==> src/rtl/stream_dmux_1ton_if.sv <==
// Stream bundle for the 1-to-N demultiplexer: one producer-side stream, N consumer-side streams.
// The counter signals exist only when STREAM_DMUX_CNT_EN is defined.
interface stream_dmux_1ton_if #(
  parameter int WIDTH = 8,
  parameter int N_OUT = 4,
  parameter int CNT_W = 16
);
  localparam int SEL_W = $clog2(N_OUT);

  logic [WIDTH-1:0]       in_data;
  logic [SEL_W-1:0]       in_sel;
  logic                   in_valid;
  logic                   in_ready;
  logic [N_OUT*WIDTH-1:0] out_data;
  logic [N_OUT-1:0]       out_valid;
  logic [N_OUT-1:0]       out_ready;
  logic                   drop;
`ifdef STREAM_DMUX_CNT_EN
  logic                   cnt_clr;
  logic [N_OUT*CNT_W-1:0] out_count;
`endif

  modport master (
`ifdef STREAM_DMUX_CNT_EN
    output cnt_clr,
    input  out_count,
`endif
    output in_data, in_sel, in_valid, out_ready,
    input  in_ready, out_data, out_valid, drop
  );

  modport slave (
`ifdef STREAM_DMUX_CNT_EN
    input  cnt_clr,
    output out_count,
`endif
    input  in_data, in_sel, in_valid, out_ready,
    output in_ready, out_data, out_valid, drop
  );
endinterface

==> src/rtl/stream_dmux_1ton.sv <==
// Registered 1-to-N stream demux with a one-word buffer and independent backpressure per channel.
// Optional per-channel delivery counters are enabled by defining STREAM_DMUX_CNT_EN.
module stream_dmux_1ton #(
  parameter int WIDTH = 8,
  parameter int N_OUT = 4,
  parameter int CNT_W = 16
) (
  input  logic               clk,
  input  logic               rst,
  stream_dmux_1ton_if.slave  bus
);
  localparam int SEL_W = $clog2(N_OUT);
  localparam logic [SEL_W:0] N_OUT_L = (SEL_W+1)'(N_OUT);

  logic [N_OUT-1:0]            valid_q, valid_d;
  logic [N_OUT-1:0][WIDTH-1:0] data_q, data_d;
  logic                        drop_q, drop_d;
  logic [SEL_W:0]              sel_ext;
  logic                        in_range;
  logic                        in_ready;
  logic                        accept;

  // Extra top bit lets an index >= N_OUT be compared without truncation.
  assign sel_ext  = {1'b0, bus.in_sel};
  assign in_range = (sel_ext < N_OUT_L);
  assign accept   = bus.in_valid & in_ready;

  // Out-of-range words are always accepted so they can be discarded.
  // NOTE: every always_comb output gets a default first so no path leaves it unassigned (no latch).
  always_comb begin
    in_ready = 1'b1;
    for (int k = 0; k < N_OUT; k++) begin
      if (sel_ext == (SEL_W+1)'(k)) in_ready = !valid_q[k] | bus.out_ready[k];
    end
  end

  always_comb begin
    valid_d = valid_q;
    data_d  = data_q;
    drop_d  = accept & !in_range;
    for (int k = 0; k < N_OUT; k++) begin
      if (accept && sel_ext == (SEL_W+1)'(k)) begin
        valid_d[k] = 1'b1;
        data_d[k]  = bus.in_data;
      end else if (bus.out_ready[k]) begin
        valid_d[k] = 1'b0;
      end
    end
  end

  // NOTE: sequential state uses non-blocking assignments so every flop samples pre-edge values.
  // NOTE: the data buffers are reset too, because out_data must read zero after reset.
  always_ff @(posedge clk) begin
    if (rst) begin
      valid_q <= '0;
      data_q  <= '0;
      drop_q  <= 1'b0;
    end else begin
      valid_q <= valid_d;
      data_q  <= data_d;
      drop_q  <= drop_d;
    end
  end

  assign bus.in_ready  = in_ready;
  assign bus.out_valid = valid_q;
  assign bus.out_data  = data_q;
  assign bus.drop      = drop_q;

`ifdef STREAM_DMUX_CNT_EN
  logic [N_OUT-1:0][CNT_W-1:0] cnt_q, cnt_d;

  // Saturating delivery counters; clear wins over increment.
  always_comb begin
    cnt_d = cnt_q;
    for (int k = 0; k < N_OUT; k++) begin
      if (bus.cnt_clr) begin
        cnt_d[k] = '0;
      end else if (valid_q[k] && bus.out_ready[k] && cnt_q[k] != {CNT_W{1'b1}}) begin
        cnt_d[k] = cnt_q[k] + CNT_W'(1);
      end
    end
  end

  always_ff @(posedge clk) begin
    if (rst) cnt_q <= '0;
    else     cnt_q <= cnt_d;
  end

  assign bus.out_count = cnt_q;
`endif
endmodule

==> src/flat_wrapper.sv <==
// flat-port wrapper written by rule: the top's interface ports become plain ports
module stream_dmux_1ton_flat 
#(
  parameter int WIDTH = 8,
  parameter int N_OUT = 4,
  parameter int CNT_W = 16
)
  (clk, rst, bus_in_data, bus_in_sel, bus_in_valid, bus_out_ready, bus_in_ready, bus_out_data, bus_out_valid, bus_drop);
  stream_dmux_1ton_if #(.WIDTH(WIDTH), .N_OUT(N_OUT), .CNT_W(CNT_W)) bus_i ();
  input  logic clk;
  input  logic rst;
  input wire logic [$bits(bus_i.in_data)-1:0] bus_in_data;
  input wire logic [$bits(bus_i.in_sel)-1:0] bus_in_sel;
  input wire logic [$bits(bus_i.in_valid)-1:0] bus_in_valid;
  input wire logic [$bits(bus_i.out_ready)-1:0] bus_out_ready;
  output wire logic [$bits(bus_i.in_ready)-1:0] bus_in_ready;
  output wire logic [$bits(bus_i.out_data)-1:0] bus_out_data;
  output wire logic [$bits(bus_i.out_valid)-1:0] bus_out_valid;
  output wire logic [$bits(bus_i.drop)-1:0] bus_drop;
  assign bus_i.in_data = bus_in_data;
  assign bus_i.in_sel = bus_in_sel;
  assign bus_i.in_valid = bus_in_valid;
  assign bus_i.out_ready = bus_out_ready;
  assign bus_in_ready = bus_i.in_ready;
  assign bus_out_data = bus_i.out_data;
  assign bus_out_valid = bus_i.out_valid;
  assign bus_drop = bus_i.drop;
  stream_dmux_1ton #(.WIDTH(WIDTH), .N_OUT(N_OUT), .CNT_W(CNT_W)) u_core (.clk(clk), .rst(rst), .bus(bus_i));
endmodule
==> config.mk <==
export PLATFORM = sky130hd
export DESIGN_NAME = stream_dmux_1ton_flat
export DESIGN_NICKNAME = d
export VERILOG_FILES = /design/src/rtl/stream_dmux_1ton_if.sv /design/src/rtl/stream_dmux_1ton.sv /design/src/flat_wrapper.sv
export SDC_FILE = /design/constraint.sdc
export NUM_CORES = 1
export LEC_CHECK = 0
export CORE_MARGIN = 4
export CORE_UTILIZATION = 46
export DETAILED_ROUTE_END_ITERATION = 8
export PLACE_DENSITY = 0.91
export SYNTH_ARGS = -nofsm -noshare
export SYNTH_HDL_FRONTEND = slang
export SYNTH_SLANG_ARGS = --single-unit
==> constraint.sdc <==
create_clock -name clk -period 3.4 [get_ports clk]
set_clock_uncertainty 0.15 [all_clocks]
set_input_delay 0.68 -clock clk [delete_from_list [all_inputs] [get_ports clk]]
set_output_delay 0.68 -clock clk [all_outputs]
set_load 0.005 [all_outputs]
==> flow_metrics.py <==
metrics = {
    "clock_tree": {
        "clkLatencyLatePin_ps": 320,
        "post-cts-setup-buffers": 0,
        "h-tree-depth": 2,
        "clk_path_buf_depth": 2,
        "cts.sinks": 36,
        "cts_made_buffers": 5,
        "path_clk_slew_ps": 100,
        "cts_hold_buf": 0,
        "cts-resized-gates": 0,
        "cts_root_buf": "clkbuf_4",
        "cts_tree": "yes",
    },
    "timing": {
        "max_slew_margin_pct": 55.14,
        "drv_slew": 0,
        "setup_viol": 0,
        "finalHoldViolations": 0,
        "rsz0062_at_grt": "false",
        "min_period_ps": 3110,
        "min_period_over_period_pct": 91.48,
        "max_freq_mhz": 321.5,
        "fin_ws_ps": 289.6,
        "tightest_slew_ps": 670.9,
        "setup_tns_ps": 0,
    },
    "routing": {
        "final_antenna_net_count": 0,
        "routedWlPerCell_um": 14.06,
        "wirelength_mm": 3.276,
        "route.detailed.drc": 0,
        "first_pass_iters": 4,
        "vias": 1111,
        "drt_iter0_markers": 32,
        "avgViaCountPerCell": 4.768,
    },
    "floorplan": {
        "die_x_um": 64.41,
        "die_h_um": 64.41,
        "initial_utilization_pct": 47.95,
        "io_pins": 55,
        "dieArea_um2": 4149,
        "rows": 20,
        "core_area_um2": 3053,
    },
    "placement": {
        "place_congestion": 0.7750,
        "dp_hpwl_mm": 2.492,
        "portBuffers": 53,
        "place_ws_ps": 291.9,
    },
    "synth": {
        "synth_cell_type_count": 18,
        "syn_area_per_cell_um2": 10.76,
        "syn-num-nets": 153,
        "syn_inst": 136,
        "synth.largest_area_cell": "dfxtp_1",
        "synth_warnings": 0,
        "yosysSeqAreaShare_pct": 49.23,
        "yosysTopAreaCellShare_pct": 49.23,
        "synth_area_leaders": "dfxtp_1 49%, mux2i_1 22%, nand2b_1 19%, mux4_2 1.5%, a21oi_1 1.4%",
        "netlist_area_um2": 1464,
        "ys_ff_latch": 36,
    },
    "grt": {
        "grt_max_degree": 26,
        "grt_pass1_wl_mm": 5.616,
        "grt.total_usage_pct": 17.60,
        "antenna_found_initial": 0,
        "grt_pass1_vias": 1180,
        "overflow": 0,
    },
    "worst_setup_path": {
        "crit_required_ps": 2570,
        "cp.arrival_ps": 2280,
        "reg2regPathDepth": 3,
        "path_max_fanout": 7,
        "end_kind": "output port",
        "critPathLaunchType": "input port",
        "crit_type": "input port to output port",
    },
    "power_and_ir_drop": {
        "irDropWorstVdd_mv": 0.3228,
        "leakage_nw": 0.8652,
        "p_per_area_nw_per_um2": 376.4,
    },
    "cells_and_area": {
        "syn_to_final_growth_pct": 41.20,
        "antennaDiodeCount": 0,
        "drive_gt1_share_pct": 4.233,
        "nNetsFinal": 205,
    },
    "status": {
        "outcome": "finished clean",
    },
    "flow_run": {
        "max_cap_violations": 0,
    },
    "worst_hold_path": {
        "hold_depth": 2,
        "worstHoldPathType": "register to register",
    },
}
registers in the layout (all words and copies together) (netlist names):
signal / flops
u_core.bus.out_data: 32
u_core.bus.out_valid: 4
layout by cell type, fill, tap and decap left out:
cell type,n
a21oi_1,4
and3_1,1
buf_4,1
clkbuf_1,2
clkbuf_4,5
clkbuf_8,1
clkdlybuf4s50_1,53
conb_1,1
dfxtp_1,36
mux2i_1,32
mux4_2,1
nand2_1,1
nand2b_1,44
nand3_1,1
nand3b_1,1
nand4_1,1
nor2b_1,2
nor3_1,1
or3_1,1
Yosys cell counts (all sizes together):
cell / count
or3: 1
nand2b: 44
nand4: 1
clkbuf: 4
nand3b: 1
mux2i: 32
and3: 1
conb: 1
nand3: 1
mux4: 1
dfxtp: 36
nand2: 1
a21oi: 4
nor2b: 2
buf: 5
nor3: 1
where the power goes:
group          leakage [nW]  total (mW)  switching (mW)  internal (mW)
logic                 0.540       0.104          0.0389         0.0648
clock network        0.0326       0.230           0.128          0.102
registers             0.293       0.445         0.00798          0.437
total                 0.865       0.778           0.174          0.603
routing by layer:
layer	track usage [%]	part of all wire, %
met4	7.916	1.6
met1	19.16	41
met3	4.333	5.2
met5	0	0
met2	31.96	52
worst paths after layout:
path / slack [ps] / startpoint / to
setup reg to reg: 1850 / u_core.bus.out_valid[3] / u_core.bus.out_data[31]
setup / recovery: 290 / bus_in_sel[1] / bus_in_ready
hold reg to reg: 330 / u_core.bus.out_data[20] / u_core.bus.out_data[20]
hold / removal: 330 / u_core.bus.out_data[20] / u_core.bus.out_data[20]
through the flow:
stage               instances  util, %  hold slack, ps  cell area [µm²]  power (mW)
floorplan                 136        -           315.0             1464      0.5001
global placement          225    65.78           310.9             2008      0.5552
detailed placement        225    65.78           317.5             2008      0.5585
CTS                       233    67.70           337.8             2067      0.7857
global route              233    67.70           360.8             2067      0.8216
finish                    233    67.70           334.0             2067      0.7779
cell families after synthesis:
family	count (synthesis)	share of synthesized area [%]
AND/OR/NAND/NOR	53	22.39
flip-flops	36	49.23
multiplexers	33	23.42
buffers and inverters	9	3.333
AO/OA/AOI/OAI	4	1.368
other	1	0.2562
layout make-up:
cell class / instances / area (µm²)
Tap cell: 44 / 55.05
Multi-Input combinational cell: 91 / 694.4
Sequential cell: 36 / 720.7
Fill cell: 245 / 985.9
Clock buffer: 8 / 58.81
Timing Repair Buffer: 54 / 538.0
critical path, cell delays in order:
cell and delay, ps:
clkdlybuf4s50_1 600, mux4_2 540, clkdlybuf4s50_1 450
Power figures use the tool's default switching activity.
